`src/rtl/flush_word_unpacker_if.sv`:
```
// Handshake bundle between the flushing FIFO's read side, the nibble unpacker and its consumer.
interface flush_word_unpacker_if #(
  parameter int WORD_W = 32,
  parameter int NIB_W  = 4
);
  logic              word_valid_i;
  logic [WORD_W-1:0] word_data_i;
  logic [3:0]        word_count_i;
  logic              word_ready_o;
  logic              nib_valid_o;
  logic [NIB_W-1:0]  nib_data_o;
  logic              nib_last_o;
  logic              nib_ready_i;
  logic              drop_o;
  logic [7:0]        drop_cnt_o;
  logic              busy_o;

  modport slave (
    input  word_valid_i, word_data_i, word_count_i, nib_ready_i,
    output word_ready_o, nib_valid_o, nib_data_o, nib_last_o, drop_o, drop_cnt_o, busy_o
  );

  modport master (
    output word_valid_i, word_data_i, word_count_i, nib_ready_i,
    input  word_ready_o, nib_valid_o, nib_data_o, nib_last_o, drop_o, drop_cnt_o, busy_o
  );
endinterface

```
`src/rtl/flush_word_unpacker.sv`:
```
// Buffers flushed FIFO words (up to DEPTH) and replays them as oldest-first nibbles;
// words arriving while the buffer is full are dropped and counted.
module flush_word_unpacker #(
  parameter int WORD_W = 32,
  parameter int NIB_W  = 4,
  parameter int DEPTH  = 2
) (
  input  logic                    rclock,
  input  logic                    reset,
  flush_word_unpacker_if.slave    bus
);
  localparam int          NIBS   = WORD_W / NIB_W;
  localparam int          PW     = (DEPTH > 1) ? $clog2(DEPTH) : 1;
  localparam int          OW     = $clog2(DEPTH) + 1;
  localparam logic [3:0]  NIBS_C = 4'(NIBS);
  localparam logic [OW-1:0] FULL = OW'(DEPTH);
  localparam logic [0:0]  IDLE   = 1'b0;
  localparam logic [0:0]  SEND   = 1'b1;

  logic [WORD_W-1:0] mem_data [DEPTH];
  logic [3:0]        mem_cnt  [DEPTH];
  logic [PW-1:0]     wr_ptr;
  logic [PW-1:0]     rd_ptr;
  logic [OW-1:0]     occ;
  logic [0:0]        state;
  logic [WORD_W-1:0] shift_reg;
  logic [3:0]        remaining;
  logic              drop_q;
  logic [7:0]        drop_cnt;

  logic [3:0] count_clamp;
  logic       non_empty;
  logic       accept;
  logic       wr_en;
  logic       drop_en;
  logic       last_hs;
  logic       pop;

  // Fullness is judged on registered occupancy only, so a same-edge pop never makes room.
  always_comb begin
    count_clamp = (bus.word_count_i > NIBS_C) ? NIBS_C : bus.word_count_i;
    non_empty   = (occ != '0);
    accept      = bus.word_valid_i && (bus.word_count_i != 4'd0);
    wr_en       = accept && (occ < FULL);
    drop_en     = accept && (occ == FULL);
    last_hs     = (state == SEND) && bus.nib_ready_i && (remaining == 4'd1);
    pop         = non_empty && ((state == IDLE) || last_hs);
  end

  always_ff @(posedge rclock or negedge reset) begin
    if (!reset) begin
      wr_ptr   <= '0;
      rd_ptr   <= '0;
      occ      <= '0;
      drop_q   <= 1'b0;
      drop_cnt <= 8'd0;
      for (int i = 0; i < DEPTH; i++) begin
        mem_data[i] <= '0;
        mem_cnt[i]  <= '0;
      end
    end else begin
      drop_q <= drop_en;
      if (drop_en && (drop_cnt != 8'hFF))
        drop_cnt <= drop_cnt + 8'd1;
      if (wr_en) begin
        mem_data[wr_ptr] <= bus.word_data_i;
        mem_cnt[wr_ptr]  <= count_clamp;
        wr_ptr           <= wr_ptr + 1'b1;
      end
      if (pop)
        rd_ptr <= rd_ptr + 1'b1;
      case ({wr_en, pop})
        2'b10:   occ <= occ + 1'b1;
        2'b01:   occ <= occ - 1'b1;
        default: occ <= occ;
      endcase
    end
  end

  // A last-nibble handshake reloads from the buffer on the same edge, so words stream without a bubble.
  always_ff @(posedge rclock or negedge reset) begin
    if (!reset) begin
      state     <= IDLE;
      shift_reg <= '0;
      remaining <= '0;
    end else if (state == IDLE) begin
      if (pop) begin
        shift_reg <= mem_data[rd_ptr];
        remaining <= mem_cnt[rd_ptr];
        state     <= SEND;
      end
    end else if (bus.nib_ready_i) begin
      if (last_hs && non_empty) begin
        shift_reg <= mem_data[rd_ptr];
        remaining <= mem_cnt[rd_ptr];
      end else begin
        shift_reg <= shift_reg >> NIB_W;
        remaining <= remaining - 4'd1;
        if (last_hs)
          state <= IDLE;
      end
    end
  end

  assign bus.word_ready_o = (occ < FULL);
  assign bus.nib_valid_o  = (state == SEND);
  assign bus.nib_data_o   = shift_reg[NIB_W-1:0];
  assign bus.nib_last_o   = (state == SEND) && (remaining == 4'd1);
  assign bus.drop_o       = drop_q;
  assign bus.drop_cnt_o   = drop_cnt;
  assign bus.busy_o       = non_empty || (state == SEND);
endmodule
```
`src/flat_wrapper.sv`:
```
// flat-port wrapper written by rule: the top's interface ports become plain ports
module flush_word_unpacker_flat 
#(
  parameter int WORD_W = 32,
  parameter int NIB_W  = 4,
  parameter int DEPTH  = 2
)
  (rclock, reset, bus_word_valid_i, bus_word_data_i, bus_word_count_i, bus_nib_ready_i, bus_word_ready_o, bus_nib_valid_o, bus_nib_data_o, bus_nib_last_o, bus_drop_o, bus_drop_cnt_o, bus_busy_o);
  flush_word_unpacker_if #(.WORD_W(WORD_W), .NIB_W(NIB_W)) bus_i ();
  input  logic rclock;
  input  logic reset;
  input wire logic [$bits(bus_i.word_valid_i)-1:0] bus_word_valid_i;
  input wire logic [$bits(bus_i.word_data_i)-1:0] bus_word_data_i;
  input wire logic [$bits(bus_i.word_count_i)-1:0] bus_word_count_i;
  input wire logic [$bits(bus_i.nib_ready_i)-1:0] bus_nib_ready_i;
  output wire logic [$bits(bus_i.word_ready_o)-1:0] bus_word_ready_o;
  output wire logic [$bits(bus_i.nib_valid_o)-1:0] bus_nib_valid_o;
  output wire logic [$bits(bus_i.nib_data_o)-1:0] bus_nib_data_o;
  output wire logic [$bits(bus_i.nib_last_o)-1:0] bus_nib_last_o;
  output wire logic [$bits(bus_i.drop_o)-1:0] bus_drop_o;
  output wire logic [$bits(bus_i.drop_cnt_o)-1:0] bus_drop_cnt_o;
  output wire logic [$bits(bus_i.busy_o)-1:0] bus_busy_o;
  assign bus_i.word_valid_i = bus_word_valid_i;
  assign bus_i.word_data_i = bus_word_data_i;
  assign bus_i.word_count_i = bus_word_count_i;
  assign bus_i.nib_ready_i = bus_nib_ready_i;
  assign bus_word_ready_o = bus_i.word_ready_o;
  assign bus_nib_valid_o = bus_i.nib_valid_o;
  assign bus_nib_data_o = bus_i.nib_data_o;
  assign bus_nib_last_o = bus_i.nib_last_o;
  assign bus_drop_o = bus_i.drop_o;
  assign bus_drop_cnt_o = bus_i.drop_cnt_o;
  assign bus_busy_o = bus_i.busy_o;
  flush_word_unpacker #(.WORD_W(WORD_W), .NIB_W(NIB_W), .DEPTH(DEPTH)) u_core (.rclock(rclock), .reset(reset), .bus(bus_i));
endmodule
```
`config.mk`:
```
export PLATFORM = sky130hd
export DESIGN_NAME = flush_word_unpacker_flat
export DESIGN_NICKNAME = d
export VERILOG_FILES = /design/src/rtl/flush_word_unpacker_if.sv /design/src/rtl/flush_word_unpacker.sv /design/src/flat_wrapper.sv
export SDC_FILE = /design/constraint.sdc
export NUM_CORES = 1
export LEC_CHECK = 0
export CAP_MARGIN = 20
export CORE_AREA = 5 5 125 127
export DETAILED_ROUTE_END_ITERATION = 10
export DIE_AREA = 0 0 130 132
export PLACE_DENSITY = 0.61
export SLEW_MARGIN = 20
export SYNTH_ARGS = -nofsm -noshare
export SYNTH_HDL_FRONTEND = slang
export SYNTH_SLANG_ARGS = --single-unit
```
`constraint.sdc`:
```
create_clock -name rclock -period 6 [get_ports rclock]
set_input_delay 1.2 -clock rclock [delete_from_list [all_inputs] [get_ports rclock]]
set_output_delay 1.2 -clock rclock [all_outputs]
set_load 0.02 [all_outputs]
```
Yosys cells after proc, flatten, opt, wreduce, memory -nomap -nowiden. Index checks and enable logic that the tools add are counted.

Add/subtract/negate cells: 6. Multipliers: 0. Div/mod/pow operators: 0. $lt $le $gt $ge: 5. Equality and inequality tests: 6. Shifts and indexed selects: 0. Mux-type cells: 27. Bitwise operators: 3. Reductions and logical operators: 17.

Operators with widths (number): 32-bit 2-to-1 mux (8); 64-bit bitwise mux (1); 4-bit 2-to-1 mux (9); 32-bit demux with 1-bit select (1); 1-bit logical AND (10); 8-bit by 1-bit adder with 8-bit output (second input constant) (1); 8-bit bitwise mux (1); 8-bit inequality test (second input constant) (1); 2-bit nonzero test (3); 1-bit 2-to-1 mux (5); 4-bit demux with 1-bit select (1); 2-bit equality test (second input constant) (2); 4-bit by 1-bit equality test with 1-bit output (second input constant) (1); 2-bit >= comparator (second input constant) (2); 4-bit > comparator (second input constant) (1); 1-bit inverter with 2-bit output (2); 2-bit one-hot mux with 2 select lines (1); 4-bit nonzero test (1); 4-bit by 1-bit subtractor with 4-bit output (second input constant) (1); 1-bit adder (second input constant) (2); 2-bit by 1-bit adder with 2-bit output (second input constant) (1); 2-bit by 1-bit equality test with 1-bit output (second input constant) (1); 1-bit logical OR (2); 2-bit by 1-bit < comparator with 1-bit output (second input constant) (1); 5 further kinds (5).

Register bits after elaboration: 122. Latch bits: 0. Bits in writable memories: 0. Memory bits (read-only): 0. Input port bits: 40. Output and inout bits: 17. Logic and storage cells: 76. Memories: 0.

Logic depth before layout (Yosys ltp).
Word-level depth: 7. Gate-level depth with buffers: 9. Mapped depth without buffers: 8.

Worst setup path before layout. No wires, ideal clock.

Path type: input to register. From: in bus_word_count_i[0]. To: reg u_core.mem_cnt[3] (netlist bit). Setup time: 0.125 ns. Arrival: 2.436 ns. Data required time: 5.875 ns. Path slack: 3.439 ns. Stages on the path: 5. Path buffers: 2. Cell sequence: or4_4 > nand3_4 > buf_12 > buf_12 > mux2_4.

Cells in the longest elaborated chain, start to end: 3. Elaborated cells between the ends (all ways): 6. Classes of those cells: 1 x order compare; 2 x mux; 3 x reduce/logical.

RTL lines: from (decl) (RTL line flat_wrapper.sv:14) `input wire logic [$bits(bus_i.word_count_i)-1:0] bus_word_count_i;`; 4-bit > comparator or 4-bit nonzero test (tied branches) (RTL line flush_word_unpacker.sv:41, flush_word_unpacker.sv:43); 4-bit 2-to-1 mux or 1-bit logical AND (tied branches) (RTL line flush_word_unpacker.sv:41, flush_word_unpacker.sv:43); 8-bit bitwise mux or 1-bit logical AND (tied branches) (RTL line flush_word_unpacker.sv:67, flush_word_unpacker.sv:44); to (signal, indexed assignment) (RTL line flush_word_unpacker.sv:67) `mem_cnt[wr_ptr] <= count_clamp;`; to (decl) (RTL line flush_word_unpacker.sv:21) `logic [3:0] mem_cnt [DEPTH];`.

Parallel ways exist; a longest one is shown, timed or not. A chain may end at the register's enable or synchronous reset.

Final worst setup path.
From: reg u_core.remaining[1]. To: out bus_nib_last_o.

Cells in the longest elaborated chain, start to end: 2.

RTL lines: from (decl) (RTL line flush_word_unpacker.sv:27) `logic [3:0] remaining;`; from (signal assigned) (RTL line flush_word_unpacker.sv:89) `remaining <= mem_cnt[rd_ptr];`; from (signal assigned) (RTL line flush_word_unpacker.sv:95) `remaining <= mem_cnt[rd_ptr];`; from (signal assigned) (RTL line flush_word_unpacker.sv:98) `remaining <= remaining - 4'd1;`; 4-bit by 1-bit equality test with 1-bit output (RTL line flush_word_unpacker.sv:108) `assign bus.nib_last_o = (state == SEND) && (remaining == 4'd1);`; 1-bit logical AND (RTL line flush_word_unpacker.sv:108); to (decl) (RTL line flat_wrapper.sv:19) `output wire logic [$bits(bus_i.nib_last_o)-1:0] bus_nib_last_o;`.

No other way between the ends.

==> impl_metrics.toml <==
[outcome]
status = "complete, no violations"

[floorplan]
io_pins = 57
core_region_area_mm2 = 0.01431
num_rows = 44
die_h_um = 132
start_util_pct = 39.34
die_area_mm2 = 0.01716
dieWidth_um = 130

[finish]
largest_reg_flops = 64
design_area_mm2 = 0.006804
area_delta_synth_final_pct = 20.84
filler_cell_count = 1263
drive_gt1_share_pct = 24.13
fin_util_pct = 47.54
nets = 493
diodes = 0

[setup_path]
crit_chain = "inv_1 -> ha_1 -> nor4bb_1 -> clkdlybuf4s50_1"
path_max_fanout = 4
cp-start-kind = "flip-flop"
slowest_delay_ns = 0.66
cp_slowest_cell = "clkdlybuf4s50_1"
required_ns = 4.80
endpoint_kind = "primary output"
crit_type = "flip-flop to primary output"
cp.arrival_ns = 2.07

[drt]
postRouteAntennaNets = 0
vias = 3263
post_drt_wl_per_cell_um = 16.83
drt-pass1-iter-count = 4
drc_errors = 0
drtIter0Drc = 187
post_drt_via_cell_ratio = 5.067
drt_wl_total_um = 10840

[clock_network]
clkTransAtPathRegs_ns = 0.05
cts_setup_buffers = 0
post_cts_resize_count = 0
clockBufferDepth = 2
tritoncts = "done"
clk_latency_ns = 0.42
numCtsBuffers = 17
htree_levels = 4
cts_root_buf = "clkbuf_16"
cts_hold_buf = 0
clock_sinks = 122

[sta]
period_minus_slack_ns = 3.274
maxSlewViolCount = 0
fin_hold_ws_ns = 0.4756
period_share_pct = 54.57
rsz0062_at_grt = "no"
worst_pin_slew_ns = 1.071
setup_viol = 0
hold_viol_final = 0
setup_tns_ns = 0
slew_headroom_pct = 28.36
max_freq_ghz = 0.3054
fin_skew_ns = 0.008675

[yosys]
synth.most_common_cell = "dfrtp_1"
synth-edff-count = 0
synth_seq_cells = 122
synthFlopType = "dfrtp_1"
netlist_area_mm2 = 0.005630
synth_nets = 440
netlist_instances = 396
seq_area_frac_synth_pct = 54.22
yosys.area.top_type = "dfrtp_1"
ys_top_cells_by_area = "dfrtp_1, mux2i_1, mux2_2"
synth_common_cells = "dfrtp_1, mux2i_1, mux2_2, nand2_1"
synth.top_cell.area_share_pct = 54.22
synth.avg_cell_area_um2 = 14.22
ys_types = 45
yosys_warnings = 0
ys_async_sr_fraction_pct = 100.0

[job]
drv_cap = 0

[placed_design]
place_area_mm2 = 0.006220
globalplace.congestion = 0.7903
port_buffers = 56
dp_hpwl_um = 6887

[grt]
grt_pass1_wl_um = 17820
grt_max_degree = 66
antenna_found_initial = 0
grt_pass1_vias = 3540
grt-ovfl-total = 0
track_usage_pct = 13.36

[power]
ir_drop_mv = 0.2585
power_mw = 3.428
power_density_mw_per_mm2 = 503.9
p_leak_nw = 3.092

[min_path]
hp-class = "flip-flop to flip-flop"
routing by layer:
layer  part of all wire [%]  vias to the layer above  track usage [%]
met2                     47                       64            19.94
li1                       -                     1527                -
met3                    6.0                       10            5.470
met4                   0.92                        0            4.677
met5                      0                        -                0
met1                     46                     1662            17.53
metrics by stage:
step           setup WS [ns]  instances
6_report               2.726        644
5_1_grt                2.628        644
4_1_cts                2.699        644
3_5_place_dp           2.455        614
3_3_place_gp           2.492        614
2_1_floorplan          3.439        396
area by class of cell:
type	count	area [um2]	area share, %
multi-input cells	245	2341	34.41
flip-flops and latches	122	3057	44.92
inverters	5	18.77	0.2758
repair buffers	58	573.1	8.422
clock inverters	8	120.1	1.765
clock buffers	22	464.2	6.822
well taps	184	230.2	3.384
worst max-delay path: cells and delay by family (launching register included):
family                     cells  cell delay, ns
adders and majority gates      1            0.23
buffers and inverters          2            0.76
DFF                            1            0.42
and+or+nand+nor                1            0.26
logic make-up (layout without fill, tap and decap cells):
| kind of cell | Yosys count | count (layout) | synth area share (%) |
|---|---|---|---|
| xor gates and xnor gates | 10 | 10 | 1.556 |
| muxes | 160 | 160 | 30.40 |
| buffers and inverters | 29 | 93 | 4.333 |
| adders and majority gates | 4 | 4 | 0.8889 |
| DFF | 122 | 122 | 54.22 |
| AOI/OAI and AO/OA | 18 | 18 | 2.178 |
| and+or+nand+nor | 53 | 53 | 6.422 |
worst paths after layout:
| path | startpoint | to | slack (ns) | depth (start not counted) |
|---|---|---|---|---|
| max | u_core.remaining[1] | bus_nib_last_o | 2.73 | 4 |
| min | u_core.mem_cnt[4] | u_core.mem_cnt[4] | 0.48 | 2 |
| max reg2reg | u_core.remaining[1] | u_core.occ[1] | 3.49 | 8 |
| min reg2reg | u_core.mem_cnt[4] | u_core.mem_cnt[4] | 0.48 | 2 |
| max in group asynchronous | reset | u_core.shift_reg[24] | 3.88 | 2 |
| min in group asynchronous | reset | u_core.mem_data[33] | 0.88 | 1 |
placed cells by master (no fill, tap or decap), drive strengths merged, types with 4 or more instances in the layout:
master         instances
dfrtp                122
mux2i                 87
mux2                  73
clkdlybuf4s50         55
clkbuf                22
nand2                 15
o21ai                  9
nor3                   7
xor2                   7
inv                    5
nand2b                 4
nand4                  4
a22o                   4
ha                     4
nor2                   4
nand3                  4
power breakdown:
part	internal, mW	switching, mW
sequential	1.19	0.275
clock	0.667	0.343
combinational	0.566	0.391
(Power assumes the default switching activity.)
==> variant 1, RTL diff (same flow settings) <==
`NIB_W` is set to 4 in 3 places; all go to 6.
--- a/src/rtl/flush_word_unpacker_if.sv
+++ b/src/rtl/flush_word_unpacker_if.sv
@@ -1,7 +1,7 @@
 // Handshake bundle between the flushing FIFO's read side, the nibble unpacker and its consumer.
 interface flush_word_unpacker_if #(
   parameter int WORD_W = 32,
-  parameter int NIB_W  = 4
+  parameter int NIB_W  = 6
 );
   logic              word_valid_i;
   logic [WORD_W-1:0] word_data_i;
--- a/src/rtl/flush_word_unpacker.sv
+++ b/src/rtl/flush_word_unpacker.sv
@@ -2,7 +2,7 @@
 // words arriving while the buffer is full are dropped and counted.
 module flush_word_unpacker #(
   parameter int WORD_W = 32,
-  parameter int NIB_W  = 4,
+  parameter int NIB_W  = 6,
   parameter int DEPTH  = 2
 ) (
   input  logic                    rclock,
--- a/src/flat_wrapper.sv
+++ b/src/flat_wrapper.sv
@@ -2,7 +2,7 @@
 module flush_word_unpacker_flat 
 #(
   parameter int WORD_W = 32,
-  parameter int NIB_W  = 4,
+  parameter int NIB_W  = 6,
   parameter int DEPTH  = 2
 )
   (rclock, reset, bus_word_valid_i, bus_word_data_i, bus_word_count_i, bus_nib_ready_i, bus_word_ready_o, bus_nib_valid_o, bus_nib_data_o, bus_nib_last_o, bus_drop_o, bus_drop_cnt_o, bus_busy_o);
Ports: changed (resized bus_nib_data_o); port bits go from 57 to 59. The function was not compared with the original's and may differ.
==> variant 1 against the original RTL <==
Core utilization decreased by 1.5 points; sequential cell count did not move; area after synthesis down 6.5%; worst setup slack improved by 0.23 ns; hold slack better by 0.0057 ns; die area did not move; cell area shrank 3.1%; power down 0.74%; count of clock-buffer cells in the layout up 2; register-to-register slack improved by 0.08 ns; global-route usage decreased by 0.40 points; wire length decreased by 2.4%.
==> variant 1: results <==
[outcome]
outcome = completed

[placement]
dpl_cell_area_um2 = 5950
place.detailed.hpwl_um = 6660
io_buffers = 58
dp_cells = 626
place_congestion = 0.784

[synthesis]
synth_nets = 452
synth_area_leaders = dfrtp_1, mux2_2, mux2i_1
ys_top_cells_by_count = dfrtp_1, mux2_2, o21ai_0, mux2i_1, a22oi_1
ys_seq_area_share_pct = 58.0
yosysWarnings = 0
avgSynthCellArea_um2 = 12.9
async_flop_share_pct = 100
synthDistinctLibCells = 39

[detailed_routing]
num_vias = 3293
drtIter0Drc = 191
wl_per_cell_um = 16.1
first_pass_iters = 4
vias_per_cell = 5.00

[pwr]
p_int_w = 0.00242
vdd_drop_max_uv = 221
p_leak_nw = 2.91

[sta]
fin_skew_ns = 0.00821
worst_slew_pin_slew_ns = 0.993
drv_slew = 0

[layout]
final_layout_size_suffix_gt1_share_pct = 23.0
final_nets = 506

[setup_path]
cp_max_fo = 35
crit_arrival_ns = 3.38

[clock_network]
clk_latency_ns = 0.40
postCtsSetupBuffers = 0

[global_route]
grt_pass1_wl_um = 17600
grt_pass1_vias = 3495
grt_max_degree = 63
track_usage_pct = 13.0
[variant 1: power by group through the flow]
stage / combinational, W / clock, W / sequential [W]
global route: 0.00102 / 0.00110 / 0.00150
global placement: 0.000906 / 0 / 0.00144
floorplan: 0.000745 / 0 / 0.00135
detailed placement: 0.000928 / 0 / 0.00146
CTS: 0.000933 / 0.00106 / 0.00145
finish: 0.000913 / 0.00104 / 0.00145
[variant 1: final cells by class]
type,count,area [µm²]
Tap cell,184,230
Fill cell,1298,7720
Inverter,8,30.0
Clock inverter,7,113
Clock buffer,24,502
Timing Repair Buffer,62,621
Multi-Input combinational cell,251,2040
Sequential cell,122,3060
[variant 1: path summary, 6_finish.rpt]
path,from,slack [ns],cells after the start,to
max,bus_nib_ready_i,2.95,7,u_core.occ[1]$_DFFE_PN0P_
min,u_core.mem_cnt[1]$_DFFE_PN0P_,0.48,2,u_core.mem_cnt[1]$_DFFE_PN0P_
max reg2reg,u_core.remaining[0]$_DFFE_PN0P_,3.57,7,u_core.occ[1]$_DFFE_PN0P_
min reg2reg,u_core.mem_cnt[1]$_DFFE_PN0P_,0.48,2,u_core.mem_cnt[1]$_DFFE_PN0P_
max in group asynchronous,reset,3.84,2,u_core.mem_data[42]$_DFFE_PN0P_
min in group asynchronous,reset,0.87,1,u_core.mem_data[23]$_DFFE_PN0P_
[variant 1: cell families (layout without fill, tap and decap cells)]
group,Yosys count,in the layout,share of synthesized area (%)
DFF,122,122,58.0
xor gates and xnor gates,12,12,2.00
muxes,101,101,21.0
and+or+nand+nor,55,55,5.35
adders and majority gates,4,4,0.951
buffers and inverters,35,101,3.54
AOI/OAI and AO/OA,79,79,9.15
[variant 1: layer usage]
metal  GRT usage (%)  part of all wire, %  routed length (µm)
met5               0                    0                   0
met4            3.52                 0.98                 104
met3            4.25                  4.0                 424
met2            20.9                   49                5160
met1            16.7                   46                4900
[variant 1: worst max-delay path, stage by stage]
cell	delay [ns]
clkdlybuf4s50_1	0.46
nand4bb_1	0.17
a21o_1	0.80
inv_1	0.12
ha_1	0.36
nor2_1	0.14
xnor2_1	0.13
[variant 1: through the flow]
stage	hold slack [ns]	setup slack [ns]	power, W	utilization (%)
after detailed placement	0.471	2.38	0.00239	41.6
after global placement	0.459	2.48	0.00235	41.6
final	0.481	2.95	0.00340	46.0
after CTS	0.487	2.82	0.00344	45.9
after global routing	0.498	2.78	0.00361	46.0
after floorplan	0.444	3.38	0.00210	-
==> variant 2, RTL diff (config.mk and constraints unchanged) <==
Without the edit above. Reset style: synchronous (`reset`), changed in 2 clocked blocks.
--- a/src/rtl/flush_word_unpacker.sv
+++ b/src/rtl/flush_word_unpacker.sv
@@ -47,7 +47,7 @@
     pop         = non_empty && ((state == IDLE) || last_hs);
   end
 
-  always_ff @(posedge rclock or negedge reset) begin
+  always_ff @(posedge rclock) begin
     if (!reset) begin
       wr_ptr   <= '0;
       rd_ptr   <= '0;
@@ -78,7 +78,7 @@
   end
 
   // A last-nibble handshake reloads from the buffer on the same edge, so words stream without a bubble.
-  always_ff @(posedge rclock or negedge reset) begin
+  always_ff @(posedge rclock) begin
     if (!reset) begin
       state     <= IDLE;
       shift_reg <= '0;
Behaviour: differs if reset is asserted again (counterexample within 4 cycles, from zero or initial values and one cycle with reset low); with reset held inactive, the same outputs for 4 cycles.
==> variant 2 against the original RTL <==
Cell area rose by 0.57%; via count rose by 11%; core utilization rose by 0.27 points; first-iteration DRC count rose by 8.6%; wire length fell by 0.30%; sequential cell count rose by 1; sequential share of layout area rose by 1.6 points; area after synthesis fell by 0.16%; register-to-register slack got worse by 0.12 ns; worst setup slack got worse by 0.035 ns; power fell by 17%; global-route usage rose by 0.11 points; critical path type is now in2reg; largest power group unchanged; highest routed layer unchanged.
==> variant 2: results <==
[outcome]
outcome = completed

[setup_path]
crit_slowest_cell = a21o_1
cp_top_family = compound AO/OA/AOI/OAI gates
cp_max_fo = 36
slowest_delay_ns = 0.80
crit_arrival_ns = 3.65

[placement]
dpl_cell_area_um2 = 6340
place.detailed.hpwl_um = 7030
dp_cells = 707
place_congestion = 0.741

[sta]
fin_skew_ns = 0.00581
slew_headroom_pct = 33.4

[pwr]
vdd_drop_max_uv = 201

[synthesis]
ys_top_cells_by_count = edfxtp_1, dfxtp_1, and2_1, mux2i_1, nand2_1
ys_seq_area_share_pct = 56.6
synthDistinctLibCells = 55
async_flop_share_pct = 0
synth_area_leaders = edfxtp_1, dfxtp_1, mux2i_1
synth_nets = 535
synth_edf_count = 72
yosysWarnings = 0

[detailed_routing]
vias_per_cell = 4.92
drtIter0Drc = 203
routed_wl_um = 10800
wl_per_cell_um = 14.6

[global_route]
grt_pass1_wl_um = 18300
track_usage_pct = 13.5
grt_max_degree = 48
grt_pass1_vias = 3753

[layout]
final_nets = 586
fillerInstances = 1335
final_layout_size_suffix_gt1_share_pct = 13.9

[clock_network]
cts_made_buffers = 17
[variant 2: logic make-up (layout without fill, tap and decap cells)]
group	Yosys count	after routing	synth area share, %
DFF	123	123	56.6
and+or+nand+nor	212	212	23.5
xor gates and xnor gates	5	5	0.779
muxes	37	37	6.61
buffers and inverters	47	111	4.12
adders and majority gates	4	4	0.890
AOI/OAI and AO/OA	63	63	7.48
[variant 2: final timing paths]
check	start	to	slack [ns]	cells past startpoint
min reg2reg	u_core.shift_reg[16]$_SDFFE_PN0P_	u_core.shift_reg[12]$_SDFFE_PN0P_	0.47	2
max	bus_nib_ready_i	u_core.occ[1]$_SDFFE_PN0P_	2.69	7
min	u_core.shift_reg[16]$_SDFFE_PN0P_	u_core.shift_reg[12]$_SDFFE_PN0P_	0.47	2
max reg2reg	u_core.remaining[1]$_SDFFE_PN0P_	u_core.occ[1]$_SDFFE_PN0P_	3.37	8
[variant 2: worst register-to-register path, cell delays in order, from the launching register on]
cell and delay, ns:
dfxtp_1 0.33, inv_1 0.07, ha_1 0.22, nand4bb_1 0.16, a21o_1 0.80, inv_1 0.12
ha_1 0.36, or3_1 0.35, a21oi_1 0.15
[variant 2: cell type report]
class                      count  area [µm²]  share of cell area [%]
clock buffer                  26         469                    6.86
clock inverter                 6        28.8                   0.421
inverter                      16        60.1                   0.878
multi-input combinational    321        2240                    32.7
sequential                   123        3180                    46.5
tap                          184         230                    3.36
timing repair buffer          63         633                    9.25
[variant 2: where the power goes]
| group | internal [W] | leakage [nW] | total [W] | switching, W |
|---|---|---|---|---|
| combinational | 0.000383 | 0.988 | 0.000790 | 0.000407 |
| sequential | 0.00107 | 1.18 | 0.00119 | 0.000118 |
| clock | 0.000532 | 0.247 | 0.000865 | 0.000333 |
[variant 2: metal layers]
metal / global-route usage (%) / vias up / wire length (µm)
met5: 0 / - / 0
met4: 5.72 / 0 / 209
met3: 3.65 / 19 / 433
met2: 21.7 / 71 / 5250
met1: 16.9 / 1723 / 4920
li1: - / 1820 / -
[variant 2: metrics by stage]
stage | hold WS, ns | util (%) | setup WS (ns)
4_1_cts | 0.472 | 47.8 | 2.67
3_3_place_gp | 0.461 | 44.1 | 2.31
5_1_grt | 0.498 | 47.8 | 2.46
2_1_floorplan | 0.455 | - | 1.43
3_5_place_dp | 0.471 | 44.3 | 2.24
6_report | 0.467 | 47.8 | 2.69
